<file path="config.mk">
export PLATFORM = sky130hd
export DESIGN_NAME = mac_pipe
export DESIGN_NICKNAME = d
export VERILOG_FILES = /design/src/rtl/mac_pkg.sv /design/src/rtl/mac_saturate.sv /design/src/rtl/mac_pipe.sv
export SDC_FILE = /design/constraint.sdc
export NUM_CORES = 1
export LEC_CHECK = 0
export BUFFER_PORTS_ARGS = -buffer_cell sky130_fd_sc_hd__buf_2
export CAP_MARGIN = 0
export CORE_AREA = 10 10 190 192
export CTS_CLUSTER_DIAMETER = 80
export DETAILED_ROUTE_END_ITERATION = 10
export DIE_AREA = 0 0 200 202
export PLACE_DENSITY_LB_ADDON = 0.25
export SYNTH_ARGS = -nofsm -noshare
export SYNTH_HDL_FRONTEND = slang
export SYNTH_HIERARCHICAL = 1
export SYNTH_SLANG_ARGS = --single-unit
</file>
<file path="constraint.sdc">
create_clock -name clk -period 5.5 [get_ports clk]
set_input_delay 0.825 -clock clk [delete_from_list [all_inputs] [get_ports clk]]
set_output_delay 0.825 -clock clk [all_outputs]
set_load 0.01 [all_outputs]
</file>
<file path="src/rtl/mac_pkg.sv">
// Shared widths, saturation bounds and parameter sanity check for the MAC pipeline.
// Pure declarations: no latency, no flow control.
package mac_pkg;

  localparam int DEF_A_WIDTH   = 21;
  localparam int DEF_B_WIDTH   = 11;
  localparam int DEF_ACC_WIDTH = 54;
  localparam int DEF_SIGNED    = 0;
  localparam int DEF_OUT_SHIFT = 0;
  localparam int DEF_OUT_WIDTH = 22;

  // Working width for bound comparisons; wide enough for any legal accumulator.
  localparam int SAT_W = 128;

  function automatic logic signed [SAT_W-1:0] sat_hi(input int w, input int sgn);
    logic signed [SAT_W-1:0] one;
    one = 1;
    return (sgn != 0) ? (one <<< (w - 1)) - one : (one <<< w) - one;
  endfunction

  function automatic logic signed [SAT_W-1:0] sat_lo(input int w, input int sgn);
    logic signed [SAT_W-1:0] one;
    one = 1;
    return (sgn != 0) ? -(one <<< (w - 1)) : '0;
  endfunction

  function automatic bit widths_ok(input int a_w, input int b_w, input int acc_w, input int out_w);
    return (acc_w >= a_w + b_w) && (acc_w < SAT_W) && (out_w < SAT_W);
  endfunction

endpackage

</file>
<file path="src/rtl/mac_saturate.sv">
// Combinational shift of the accumulator followed by clamp to the output range.
// Zero latency; no flow control.
module mac_saturate
  import mac_pkg::*;
#(
  parameter int ACC_WIDTH = DEF_ACC_WIDTH,
  parameter int SIGNED    = DEF_SIGNED,
  parameter int OUT_SHIFT = DEF_OUT_SHIFT,
  parameter int OUT_WIDTH = DEF_OUT_WIDTH
) (
  input  logic [ACC_WIDTH-1:0] acc,
  output logic [OUT_WIDTH-1:0] data,
  output logic                 sat
);

  localparam logic signed [SAT_W-1:0] HI = sat_hi(OUT_WIDTH, SIGNED);
  localparam logic signed [SAT_W-1:0] LO = sat_lo(OUT_WIDTH, SIGNED);

  logic signed [ACC_WIDTH-1:0] acc_s;
  logic        [ACC_WIDTH-1:0] sh_s;
  logic        [ACC_WIDTH-1:0] sh_u;
  logic        [ACC_WIDTH-1:0] sh;
  logic signed [SAT_W-1:0]     x;

  // Arithmetic and logical shifts kept separate so signedness never leaks across the mux.
  assign acc_s = acc;
  assign sh_s  = acc_s >>> OUT_SHIFT;
  assign sh_u  = acc >> OUT_SHIFT;
  assign sh    = (SIGNED != 0) ? sh_s : sh_u;

  always_comb begin
    x = '0;
    x[ACC_WIDTH-1:0] = sh;
    for (int i = ACC_WIDTH; i < SAT_W; i++) x[i] = (SIGNED != 0) && sh[ACC_WIDTH-1];
    sat  = (x > HI) || (x < LO);
    data = (x > HI) ? HI[OUT_WIDTH-1:0] :
           (x < LO) ? LO[OUT_WIDTH-1:0] : x[OUT_WIDTH-1:0];
  end

endmodule

</file>
<file path="src/rtl/mac_pipe.sv">
// Four-stage multiply-accumulate over in_first/in_last framed groups, one saturated result per group.
// Last sample to out_valid is 4 enabled edges; ce=0 freezes the whole pipe, there is no other backpressure.
module mac_pipe
  import mac_pkg::*;
#(
  parameter int A_WIDTH   = DEF_A_WIDTH,
  parameter int B_WIDTH   = DEF_B_WIDTH,
  parameter int ACC_WIDTH = DEF_ACC_WIDTH,
  parameter int SIGNED    = DEF_SIGNED,
  parameter int OUT_SHIFT = DEF_OUT_SHIFT,
  parameter int OUT_WIDTH = DEF_OUT_WIDTH
) (
  input  logic                 clk,
  input  logic                 reset_n,
  input  logic                 ce,
  input  logic                 in_valid,
  input  logic [A_WIDTH-1:0]   in_a,
  input  logic [B_WIDTH-1:0]   in_b,
  input  logic                 in_first,
  input  logic                 in_last,
  output logic                 out_valid,
  output logic [OUT_WIDTH-1:0] out_data,
  output logic                 out_sat,
  output logic [ACC_WIDTH-1:0] out_acc,
  output logic                 err_orphan
);

  localparam int P_WIDTH = A_WIDTH + B_WIDTH;

  if (!widths_ok(A_WIDTH, B_WIDTH, ACC_WIDTH, OUT_WIDTH)) begin : g_bad_width
    $error("mac_pipe: ACC_WIDTH must be >= A_WIDTH+B_WIDTH");
  end

  logic                 s1_vld, s1_first, s1_last;
  logic [A_WIDTH-1:0]   s1_a;
  logic [B_WIDTH-1:0]   s1_b;
  logic                 s2_vld, s2_first, s2_last;
  logic [P_WIDTH-1:0]   s2_prod;
  logic [ACC_WIDTH-1:0] acc;
  logic                 grp_open, s3_last;
  logic [P_WIDTH-1:0]   a_ext, b_ext;
  logic [ACC_WIDTH-1:0] prod_ext;
  logic [OUT_WIDTH-1:0] sat_data;
  logic                 sat_flag;

  // Operands widened to the full product width so one '*' maps onto the DSP for both signednesses.
  always_comb begin
    a_ext = '0;
    b_ext = '0;
    a_ext[A_WIDTH-1:0] = s1_a;
    b_ext[B_WIDTH-1:0] = s1_b;
    for (int i = A_WIDTH; i < P_WIDTH; i++) a_ext[i] = (SIGNED != 0) && s1_a[A_WIDTH-1];
    for (int i = B_WIDTH; i < P_WIDTH; i++) b_ext[i] = (SIGNED != 0) && s1_b[B_WIDTH-1];
    prod_ext = '0;
    prod_ext[P_WIDTH-1:0] = s2_prod;
    for (int i = P_WIDTH; i < ACC_WIDTH; i++) prod_ext[i] = (SIGNED != 0) && s2_prod[P_WIDTH-1];
  end

  mac_saturate #(
    .ACC_WIDTH (ACC_WIDTH),
    .SIGNED    (SIGNED),
    .OUT_SHIFT (OUT_SHIFT),
    .OUT_WIDTH (OUT_WIDTH)
  ) u_sat (
    .acc  (acc),
    .data (sat_data),
    .sat  (sat_flag)
  );

  always_ff @(posedge clk or negedge reset_n) begin
    if (!reset_n) begin
      s1_vld <= 1'b0; s1_first <= 1'b0; s1_last <= 1'b0; s1_a <= '0; s1_b <= '0;
      s2_vld <= 1'b0; s2_first <= 1'b0; s2_last <= 1'b0; s2_prod <= '0;
      acc <= '0; grp_open <= 1'b0; s3_last <= 1'b0; err_orphan <= 1'b0;
      out_valid <= 1'b0; out_data <= '0; out_sat <= 1'b0; out_acc <= '0;
    end else if (ce) begin
      s1_vld   <= in_valid;
      s1_first <= in_first;
      s1_last  <= in_last;
      s1_a     <= in_a;
      s1_b     <= in_b;
      s2_vld   <= s1_vld;
      s2_first <= s1_first;
      s2_last  <= s1_last;
      s2_prod  <= a_ext * b_ext;
      // Bubbles leave the accumulator and group state alone; flags only matter with a valid sample.
      s3_last    <= s2_vld && s2_last;
      err_orphan <= s2_vld && !s2_first && !grp_open;
      if (s2_vld) begin
        acc      <= (s2_first || !grp_open) ? prod_ext : acc + prod_ext;
        grp_open <= !s2_last;
      end
      out_valid <= s3_last;
      if (s3_last) begin
        out_data <= sat_data;
        out_sat  <= sat_flag;
        out_acc  <= acc;
      end
    end
  end

endmodule
</file>
* Yosys cells after proc, flatten, opt, wreduce, memory -nomap -nowiden
Index checks and enable logic that the tools add are counted.
** Cells by class
- Reduce and logical (&&, ||, !) cells :: 9
- Multipliers :: 1
- $lt $le $gt $ge :: 1
- Add/subtract/negate cells :: 1
- Muxes and demuxes :: 2
** Operator list (count)
- $add A54 B32 Y54 :: 1
- $gt A54 B22 Y1 const B :: 1
- $mux W54 :: 1
- $mul A21 B11 Y32 :: 1
- $mux W22 :: 1
- $reduce_and A2 Y1 :: 2
- $logic_and A1 B1 Y1 :: 3
- $logic_not A1 Y1 :: 3
- $logic_or A1 B1 Y1 :: 1
** Word-level totals
- Output and inout port bits :: 79
- Bits in registers :: 205
- Word-level logic and storage cells :: 31

* Logic depth before layout (Yosys ltp)
Gate-level depths: netlist of the first run.
- Depth after elaboration :: 3
- Gate-level depth with buffers :: 23
- Depth with buffers taken out :: 21

* Cells and area by module
The synthesis of the first run kept the hierarchy.
** By module, submodules not included
- mac_pipe :: cells an instance 1754, instances 1, seq. area each 5129.9 um^2, area an instance 17257.8 um^2
- mac_saturate :: cells an instance 39, instances 1, seq. area each 0.0 um^2, area an instance 351.6 um^2

* Least setup slack after synthesis of the first run
OpenSTA, ideal clock, no wires.
- Kind :: register to register
- Start point :: register s1_b[10]
- End point :: register s2_prod[31]
- Arrival :: 5366 ps
- Buffers on the path :: 1
- Period minus slack after synthesis :: 5491 ps
- Stages on the path, launching flop included :: 21
- Setup time :: 125 ps
- Path slack :: 9 ps
- Cell sequence :: dfrtp_1 -> clkbuf_1 -> nand2_1 -> fa_1 -> fa_1 -> inv_1 -> fa_1 -> fa_1 -> inv_1 -> fa_1 -> inv_1 -> ha_1 -> a21oi_1 -> o21ai_0 -> a2111oi_2 -> a21oi_2 -> a221oi_2 -> a21oi_2 -> a31oi_1 -> xnor2_1 -> mux2_2
** On the way
- Cells in the longest elaborated chain, start to end :: 1
** RTL lines
- from (decl) :: RTL line mac_pipe.sv:36 : logic [B_WIDTH-1:0] s1_b;
- from (signal assigned) :: RTL line mac_pipe.sv:81 : s1_b <= in_b;
- $mul A21 B11 Y32 :: RTL line mac_pipe.sv:85 : s2_prod <= a_ext * b_ext;
- to (signal assigned) :: RTL line mac_pipe.sv:85
- to (decl) :: RTL line mac_pipe.sv:38 : logic [P_WIDTH-1:0] s2_prod;
No other way between the ends.
A chain may end at the register's enable or synchronous reset.

* Final worst setup path of the first run
- Start point :: register s1_b[7]
- End point :: register s2_prod[31]
The elaborated chain is that of the path after synthesis.

==> run metrics, run 1 <==
crit path capture s2_prod[31]$_DFFE_PN0P_; initial antenna violation count 0; Cells after Synth 1793; Final ANT Viol Nets 0; Critical R2R Capture s2_prod[31]$_DFFE_PN0P_; Final GP Congestion 0.897; max-cap violation count 0; CP Capture Type flop; via count 13382; max_slew headroom 22.6%; R2R cell count 23; DR pass1 iterations 5; leading area contributor after synthesis dfrtp_1; met1 Use GR 27.6%; worst reg2reg path startpoint s1_b[7]$_DFFE_PN0P_; part of the Yosys area used for sequential elements 29.1%; CTS tree yes; status completed; row cnt 66; Inserted Clock Buffers 25; P&R area growth vs syn 18.9%; H-tree depth 1; dpl cell area 19100 µm²; Synth Warn # 6; ys flop type dfrtp_1; hpwl dp 31.7 mm; total I/O pin count 117; Hold Fails Final Rpt 0; Die Y 202 µm; Global Route met3 Usage 2.84%; clock skew 0.0198 ns; initial core utilization 54.5%; Slew Viols, Final 0; dpl cells 2361; total gr overflow 0; Layout fillers 2547; proportion of layout cells with a drive suffix above 1 30.7%; CTS sink count 205; Post-synth top cells 245 x nand2_1, 222 x inv_1, 205 x dfrtp_1, 171 x fa_1, 136 x mux2_2; Fmax 183 MHz; detail-routed via count per cell 5.46; Clock Path Buffers 3; vias in the first global route 13792; wire per inst 17.3 µm; CP max FO 4; min-delay worst type input pin to asynchronous set/reset pin; global routing's busiest layer met2; Reg2Reg Setup Slack 0.03 ns; overall die width 200 µm; Synth area leaders dfrtp_1 29%, fa_1 19%, mux2_2 8.7%, ha_1 7.2%, nand2_1 5.2%; CP Class flop to flop; Slew @ Worst Pin 1.16 ns; IO buf count 116; M2 GR Usage 34.5%; final wirelength 42.4 mm; clock slew at reported path FFs 0.06 ns; Yosys reg bits 205; nets 2306; worst skew pair latency 0.55 ns; Tcrit/Tclk final 99.5%; worst endpoint required time 5.93 ns; core footprint 32300 µm²; Tot GR Track Use 20.6%; Mapped Area 17600 µm²; # DRC 0; crit path from s1_b[7]$_DFFE_PN0P_; library cells used by synthesis 76; cts hold-fix bufs 0; fin crit period 5.47 ns; Antenna Cells 0; cell with the most instances after synthesis nand2_1; largest net degree at the start of global routing 119; initial drt markers 769; Final Cell Area 20900 µm²; number of enable flip-flop cells after synthesis 0; crit path launch type flop; Final setup violation count 0; unrepaired setup endpoints after global routing true; Die Area 40400 µm²; share of the synthesized area in the top cell type 29.1%; net count after synthesis 2104; Root Buffer Master clkbuf_16; global-route wire length before repair 69.3 mm; syn_area_per_cell 9.82 µm²; Worst EP arrival 5.91 ns; Final Non-Filler Cells 2451; Synth async-reset ratio 100%
==> critical path, stage by stage (launching register included) <==
cell      delay, ns
dfrtp_2        0.43
buf_8          0.13
buf_6          0.13
buf_6          0.12
and2_4         0.14
fa_2           0.54
inv_2          0.04
fa_2           0.52
inv_2          0.05
fa_2           0.36
fa_1           0.56
inv_2          0.04
fa_2           0.52
inv_2          0.05
ha_4           0.15
a21o_1         0.17
a31o_1         0.19
a221oi_2       0.29
nor2_2         0.08
a221oi_4       0.21
a21oi_2        0.09
a31oi_1        0.23
xnor2_1        0.10
mux2_4         0.25
==> cells in the final DEF (no fill, tap or decap), types with 65 or more instances in the layout <==
cell type | synthesis | layout
nand2_1 | 245 | 233
buf_2 | 2 | 114
ha_1 | 102 | 83
inv_1 | 222 | 193
a21oi_1 | 79 | 67
nor2_1 | 67 | 65
mux2_2 | 136 | 132
buf_4 | 2 | 123
and2_1 | 87 | 78
fa_1 | 171 | 154
dfrtp_1 | 205 | 183
==> sequential cells by signal (all words and copies together), names as in the netlist <==
signal / flops
out_acc: 54
s2_vld: 1
s1_a: 21
s1_last: 1
out_sat: 1
grp_open: 1
s3_last: 1
s1_b: 11
err_orphan: 1
s1_first: 1
out_valid: 1
acc: 54
s1_vld: 1
out_data: 22
s2_first: 1
s2_last: 1
s2_prod: 32
==> stage by stage <==
stage	utilization, %	hold slack (ns)	setup TNS, ns	setup slack (ns)
after global routing	64.9	0.383	-0.307	-0.105
after CTS	62.5	0.363	0	0.00156
after floorplan	-	0.465	0	0.00942
after global placement	59.3	0.463	-0.633	-0.146
final	64.9	0.336	0	0.0271
after detailed placement	59.3	0.475	-1.44	-0.230
==> layer usage <==
| metal | wire length (µm) | share of wire, % |
|---|---|---|
| met5 | 0 | 0 |
| met3 | 1860 | 4.4 |
| met1 | 19200 | 45 |
| met4 | 946 | 2.2 |
| met2 | 20400 | 48 |
==> what timing repair did <==
item,CTS,global route
pin swaps,25,114
endpoints found under the setup margin,13,15
gates resized for setup,53,130
buffers inserted,11,38
==> logic make-up after synthesis <==
group                    count (synthesis)  synth area share (%)
XOR/XNOR                                59                  2.93
multiplexers                           138                  8.81
AO/OA/AOI/OAI                          299                  11.5
adder cells (fa/ha/maj)                273                  26.7
buffers and inverters                  314                  7.11
AND/OR/NAND/NOR                        505                  13.9
flip-flops                             205                  29.1
==> worst min-delay path by stage <==
stage                       startpoint                       to  slack [ns]  depth (start not counted)
2_1_floorplan      s2_last$_DFFE_PN0P_      s3_last$_DFFE_PN0P_        0.46                          2
3_3_place_gp   out_acc[50]$_DFFE_PN0P_  out_acc[50]$_DFFE_PN0P_        0.46                          2
3_5_place_dp   out_acc[41]$_DFFE_PN0P_  out_acc[41]$_DFFE_PN0P_        0.47                          2
4_1_cts                        reset_n       acc[9]$_DFFE_PN0P_        0.36                          1
5_1_grt                        reset_n  out_data[9]$_DFFE_PN0P_        0.38                          1
6_report                       reset_n   out_acc[5]$_DFFE_PN0P_        0.34                          1
==> final cells by class <==
cell class | count | area [µm²] | share of cell area, %
Clock buffer | 32 | 702 | 3.35
Clock inverter | 9 | 100 | 0.478
Inverter | 222 | 833 | 3.98
Multi-Input combinational cell | 1274 | 11700 | 55.9
Sequential cell | 205 | 5160 | 24.6
Tap cell | 442 | 553 | 2.64
Timing Repair Buffer | 267 | 1890 | 9.00
Power of run 1 is not shown: default switching activity piles up to over one toggle a cycle in this logic, so the estimate is an artifact.
==> run 2, diff against run 1 <==
--- a/config.mk
+++ b/config.mk
@@ -12,6 +12,7 @@
 export DETAILED_ROUTE_END_ITERATION = 10
 export DIE_AREA = 0 0 200 202
 export PLACE_DENSITY_LB_ADDON = 0.25
+export RECOVER_POWER = 50
 export SYNTH_ARGS = -nofsm -noshare
 export SYNTH_HDL_FRONTEND = slang
 export SYNTH_HIERARCHICAL = 1
==> run 2 against run 1 <==
Compared with the run above:
- the flow now finishes with violations (capacitance limit, slew limit)
- worst hold slack improved by 0.14 ns
- die area did not move
- global-route usage did not move
- critical path depth did not move
- clock skew fell by 0.00059 ns
- non-clock buffer count did not move
- clock-buffer cell count did not move
- maximum frequency did not move
- final cell count did not move
- via count rose by 0.16%
- largest cell class unchanged
==> run metrics, run 2 (synthesis gave the netlist of run 1 again) <==
status complete, but fails checks; failing checks capacitance limit, slew limit; Inserted Clock Buffers 25 (unchanged); Slew @ Worst Pin 4.00 ns (+2.84 ns); clock skew 0.0192 ns (-0.000587 ns); Final GP Congestion 0.897 (unchanged); DR pass1 iterations 5 (unchanged); biggest regs acc x54, out_acc x54, s2_prod x32; hpwl dp 31.7 mm (unchanged); final wirelength 42.3 mm (-0.16%); Fmax 183 MHz (unchanged); CP Capture Type flop; CTS tree yes; unrepaired setup endpoints after global routing true; Final ANT Viol Nets 0 (unchanged); total gr overflow 0 (unchanged); initial drt markers 774 (+0.65%); Die Y 202 µm (unchanged); total I/O pin count 117 (unchanged); Tcrit/Tclk final 99.5% (about the same); Clock Path Buffers 3 (unchanged); detail-routed via count per cell 5.47 (+0.16%); Layout fillers 2545 (-0.079%); final core utilization 64.8% (about the same); # DRC 0 (unchanged); crit path launch type flop; initial antenna violation count 0 (unchanged); H-tree depth 1 (unchanged); Root Buffer Master clkbuf_16; overall die width 200 µm (unchanged); highest-count cells in the layout ignoring fill and taps 233 x nand2_1, 193 x inv_1, 183 x dfrtp_1; CP Class flop to flop; max_slew headroom -166% (-190 points); CTS sink count 205 (unchanged); cts hold-fix bufs 0 (unchanged); Die Area 40400 µm² (unchanged); Antenna Cells 0 (unchanged); wire per inst 17.3 µm (-0.16%); worst endpoint required time 5.93 ns (about the same); fin crit period 5.47 ns (+0.00000450 ns); Reg2Reg Setup Slack 0.03 ns (about the same); initial core utilization 54.5% (unchanged); proportion of layout cells with a drive suffix above 1 30.6% (-0.10 points); P&R area growth vs syn 18.9% (about the same); most common cell after layout, fill and taps aside nand2_1; via count 13403 (+0.16%); IO buf count 116 (unchanged); row cnt 66 (unchanged); max-cap violation count 1 (+1); vias in the first global route 13792 (unchanged); Hold Fails Final Rpt 0 (unchanged); clock slew at reported path FFs 0.06 ns (about the same); core footprint 32300 µm² (unchanged); worst skew pair latency 0.55 ns (about the same); min-delay worst type flop to flop; global-route wire length before repair 69.3 mm (unchanged); Slew Viols, Final 88 (+88); Worst EP arrival 5.91 ns (about the same); Final setup violation count 0 (unchanged); largest net degree at the start of global routing 119 (unchanged); CP max FO 4 (unchanged); nets 2306 (unchanged); Tot GR Track Use 20.6% (unchanged)
run 2: layout make-up:
class | count | area (µm²) | share of cell area [%]
tap | 442 | 553 | 2.64
inverter | 222 | 833 | 3.98
clock buffer | 32 | 702 | 3.35
clock inverter | 9 | 100 | 0.478
multi-input combinational | 1274 | 11700 | 55.9
sequential | 205 | 5160 | 24.6
timing repair buffer | 267 | 1880 | 8.98
run 2: repair_timing:
action                                 in CTS  in global routing
setup buffers                              11                 38
pin swaps                                  25                114
endpoints found under the hold margin       0                  0
gates resized for setup                    53                130
setup endpoints to repair                  13                 15
run 2: critical path, cell delays in order (launching register included):
cell	delay, ns
dfrtp_2	0.43
buf_8	0.13
buf_6	0.13
buf_6	0.12
and2_4	0.14
fa_2	0.54
inv_2	0.04
fa_2	0.52
inv_2	0.04
fa_2	0.36
fa_1	0.56
inv_2	0.04
fa_2	0.52
inv_2	0.05
ha_4	0.15
a21o_1	0.17
a31o_1	0.19
a221oi_2	0.29
nor2_2	0.08
a221oi_4	0.21
a21oi_2	0.09
a31oi_1	0.23
xnor2_1	0.10
mux2_4	0.25
run 2: metal layers:
metal  vias to the layer above  global-route usage (%)  wire (µm)
li1                       6309                       -          -
met4                         0                    5.03        984
met5                         -                       0          0
met1                      6673                    27.6      18900
met2                       348                    34.5      20400
met3                        73                    2.84       2030
run 2: path summary, 6_finish.rpt:
path                       depth (start not counted)                     from                 endpoint
max                                               23      s1_b[7]$_DFFE_PN0P_  s2_prod[31]$_DFFE_PN0P_
min                                                2  out_acc[41]$_DFFE_PN0P_  out_acc[41]$_DFFE_PN0P_
max reg2reg                                       23      s1_b[7]$_DFFE_PN0P_  s2_prod[31]$_DFFE_PN0P_
min reg2reg                                        2  out_acc[41]$_DFFE_PN0P_  out_acc[41]$_DFFE_PN0P_
max in group asynchronous                          1                  reset_n     s1_a[13]$_DFFE_PN0P_
min in group asynchronous                          1                  reset_n  out_data[5]$_DFFE_PN0P_
run 2: stage by stage:
step                instance area (µm²)  setup slack [ns]  TNS, ns  instances  hold WS, ns
CTS                               20200           0.00156        0       2413        0.363
finish                            20900            0.0271        0       2451        0.476
global placement                  19100            -0.146   -0.633       2361        0.463
floorplan                         17600           0.00942        0       1793        0.465
global route                      20900            -0.105   -0.307       2451        0.496
detailed placement                19100            -0.230    -1.44       2361        0.475
Power of run 2 is left out for the same reason.
==> run 3, diff against run 2 <==
--- a/config.mk
+++ b/config.mk
@@ -5,12 +5,13 @@
 export SDC_FILE = /design/constraint.sdc
 export NUM_CORES = 1
 export LEC_CHECK = 0
+export ABC_AREA = 1
 export BUFFER_PORTS_ARGS = -buffer_cell sky130_fd_sc_hd__buf_2
 export CAP_MARGIN = 0
-export CORE_AREA = 10 10 190 192
+export CORE_AREA = 10 10 199 201
 export CTS_CLUSTER_DIAMETER = 80
 export DETAILED_ROUTE_END_ITERATION = 10
-export DIE_AREA = 0 0 200 202
+export DIE_AREA = 0 0 209 211
 export PLACE_DENSITY_LB_ADDON = 0.25
 export RECOVER_POWER = 50
 export SYNTH_ARGS = -nofsm -noshare
==> run 3 against run 2 <==
Compared with the run above:
- the flow still finishes with violations (capacitance limit, slew limit)
- sequential share of layout area decreased by 0.57 points
- utilization down 4.3 points
- critical path depth decreased by 4
- final cell count is 31% higher
- critical path type unchanged
==> run metrics, run 3 <==
H-tree depth 1 (unchanged); final core utilization 60.5% (-4.3 points); Antenna Cells 0 (unchanged); CTS tree yes; biggest regs acc x54, out_acc x54, s2_prod x32; largest net degree at the start of global routing 119 (unchanged); syn_area_per_cell 7.37 µm² (-25%); Mapped Area 19400 µm² (+10%); failing checks capacitance limit, slew limit; Hold Fails Final Rpt 0 (unchanged); status complete, but fails checks; Die Y 211 µm (+4.5%); leading area contributor after synthesis dfrtp_1; Yosys reg bits 205 (unchanged); Root Buffer Master clkbuf_16; worst reg2reg path startpoint s1_b[2]$_DFFE_PN0P_; clock slew at reported path FFs 0.06 ns (about the same); CTS sink count 205 (unchanged); vias in the first global route 17425 (+26%); total I/O pin count 117 (unchanged); initial core utilization 54.8% (+0.31 points); CP Class flop to flop; Cells after Synth 2635 (+47%); global-route wire length before repair 87.6 mm (+26%); cell with the most instances after synthesis nand2_1; Clock Path Buffers 3 (unchanged); initial drt markers 956 (+24%); worst skew pair latency 0.56 ns (about the same); part of the Yosys area used for sequential elements 26.4% (-2.7 points); Fmax 188 MHz (+3.1%); share of the synthesized area in the top cell type 26.4% (-2.7 points); Inserted Clock Buffers 25 (unchanged); CP Capture Type flop; nets 3039 (+32%); Critical R2R Capture s2_prod[28]$_DFFE_PN0P_; Synth async-reset ratio 100% (unchanged); most common cell after layout, fill and taps aside nand2_1; crit path launch type flop; ys flop type dfrtp_1; CP max FO 15 (+11); Slew @ Worst Pin 3.46 ns (-0.539 ns); wire per inst 16.5 µm (-4.4%); Synth Warn # 6 (unchanged); Tcrit/Tclk final 96.6% (-3.0 points); total design power 12500 µW; max-cap violation count 3 (+2); R2R cell count 19 (-17%); most used cell along the critical path fa_1; Worst EP arrival 5.76 ns (-0.15 ns); P&R area growth vs syn 10.4%; IO buf count 116 (unchanged); number of enable flip-flop cells after synthesis 0 (unchanged); hpwl dp 42.1 mm (+33%); Slowest cell on crit path dfrtp_2; worst endpoint required time 5.95 ns (+0.02 ns); proportion of layout cells with a drive suffix above 1 13.7% (-17 points); unrepaired setup endpoints after global routing false; cts hold-fix bufs 0 (unchanged); crit-path max cell delay 0.64 ns (+0.08 ns); min-delay worst type input pin to asynchronous set/reset pin; Final setup violation count 0 (unchanged); Final ANT Viol Nets 0 (unchanged); final wirelength 53.0 mm (+25%); max_slew headroom -130% (+36 points); Post-synth top cells 867 x nand2_1, 539 x inv_1, 205 x dfrtp_1, 171 x fa_1, 124 x nor2_1; row cnt 69 (+4.5%); Die Area 44100 µm² (+9.2%); initial antenna violation count 0 (unchanged); core footprint 35400 µm² (+9.6%); highest-count cells in the layout ignoring fill and taps 867 x nand2_1, 539 x inv_1, 185 x dfrtp_1; # DRC 0 (unchanged); fin crit period 5.31 ns (-0.162 ns); Final GP Congestion 0.965 (+7.5%); PD cells 585 nW/µm²; Synth area leaders dfrtp_1 26%, fa_1 18%, nand2_1 17%, inv_1 10%, ha_1 6.6%; Leak 0.0120 µW; via count 16709 (+25%); net count after synthesis 2946 (+40%); DR pass1 iterations 7 (+2); Reg2Reg Setup Slack 0.19 ns (+0.16 ns); Slew Viols, Final 247 (+180%); detail-routed via count per cell 5.21 (-4.7%); library cells used by synthesis 47 (-38%); overall die width 209 µm (+4.5%); total gr overflow 0 (unchanged); critical path, cell by cell nand2_1 -> fa_1 -> inv_1 -> fa_1 -> fa_1 -> fa_1 -> inv_1 -> fa_1 -> inv_1 -> ha_1 -> buf_4 -> a21oi_1 -> o21ai_0 -> o21bai_1 -> inv_1 -> nor2_1 -> nand3_1 -> nand3_1 -> nand2_1; clock skew 0.0248 ns (+0.00561 ns); Tot GR Track Use 24.2% (+3.5 points); VDD IR max 361 µV
## run 3: changes by cell type in the layout (fill, tap and decap cells not counted), moves of 76 or more
cell / previous run / this run
nand2_1: 233 / 867
inv_1: 193 / 539
nand3_1: 17 / 122
buf_4: 122 / 31
and2_1: 77 / 1
mux2_2: 132 / 56
## run 3: cell type report
| class | count | area (µm²) |
|---|---|---|
| fillers | 3328 | 14000 |
| multi-input cells | 1794 | 11900 |
| flip-flops and latches | 205 | 5160 |
| inverters | 551 | 2070 |
| repair buffers | 151 | 871 |
| clock buffers | 32 | 702 |
| well taps | 461 | 577 |
| clock inverters | 13 | 179 |
## run 3: power breakdown
| part | switching (µW) | internal [µW] | total, µW |
|---|---|---|---|
| Combinational | 5340 | 3050 | 8390 |
| Clock | 684 | 1050 | 1740 |
| Sequential | 458 | 1940 | 2400 |
| Total | 6480 | 6050 | 12500 |
## run 3: critical path, delay by kind of cell (launching register included)
kind,cells,cell delay (ns)
AOI/OAI and AO/OA,3,0.86
adders and majority gates,6,2.87
buffers and inverters,5,0.37
DFF,1,0.64
and+or+nand+nor,5,0.42
## run 3: timing repair
item                       4_1_cts  5_1_grt
resized for setup                1       24
setup endpoints to repair        1       17
buffers inserted                 0        2
## run 3: worst max-delay path by stage
stage / startpoint / to / cells past startpoint
floorplan: s1_b[10]$_DFFE_PN0P_ / s2_prod[24]$_DFFE_PN0P_ / 21
global placement: s1_b[10]$_DFFE_PN0P_ / s2_prod[28]$_DFFE_PN0P_ / 20
detailed placement: s1_b[10]$_DFFE_PN0P_ / s2_prod[28]$_DFFE_PN0P_ / 20
CTS: s1_b[8]$_DFFE_PN0P_ / s2_prod[28]$_DFFE_PN0P_ / 21
global route: s1_a[3]$_DFFE_PN0P_ / s2_prod[28]$_DFFE_PN0P_ / 21
finish: s1_b[2]$_DFFE_PN0P_ / s2_prod[28]$_DFFE_PN0P_ / 19
## run 3: cell families after synthesis
logic type,synth area share (%)
AOI/OAI and AO/OA,5.80
muxes,3.25
DFF,26.4
adders and majority gates,24.2
buffers and inverters,12.5
and+or+nand+nor,27.2
xor gates and xnor gates,0.632
## run 3: metal layers
metal / global-route usage [%] / vias to the layer above / wire, µm
met5: 0 / - / 0
met4: 9.50 / 0 / 2210
met3: 2.93 / 116 / 2360
met2: 43.2 / 445 / 26200
met1: 29.1 / 8010 / 22200
li1: - / 8138 / -
## run 3: per-stage QoR
stage | setup WS, ns | hold slack (ns) | cell area (µm²) | TNS (ns) | instances
3_5_place_dp | -0.0507 | 0.457 | 20500 | -0.0507 | 3160
4_1_cts | 0.0382 | 0.289 | 21400 | 0 | 3205
3_3_place_gp | 0.00560 | 0.453 | 20500 | 0 | 3160
2_1_floorplan | 0.646 | 0.440 | 19400 | 0 | 2635
5_1_grt | 0.00592 | 0.308 | 21400 | 0 | 3207
6_report | 0.189 | 0.258 | 21400 | 0 | 3207
No activity file was read; power rests on OpenSTA's default activity.
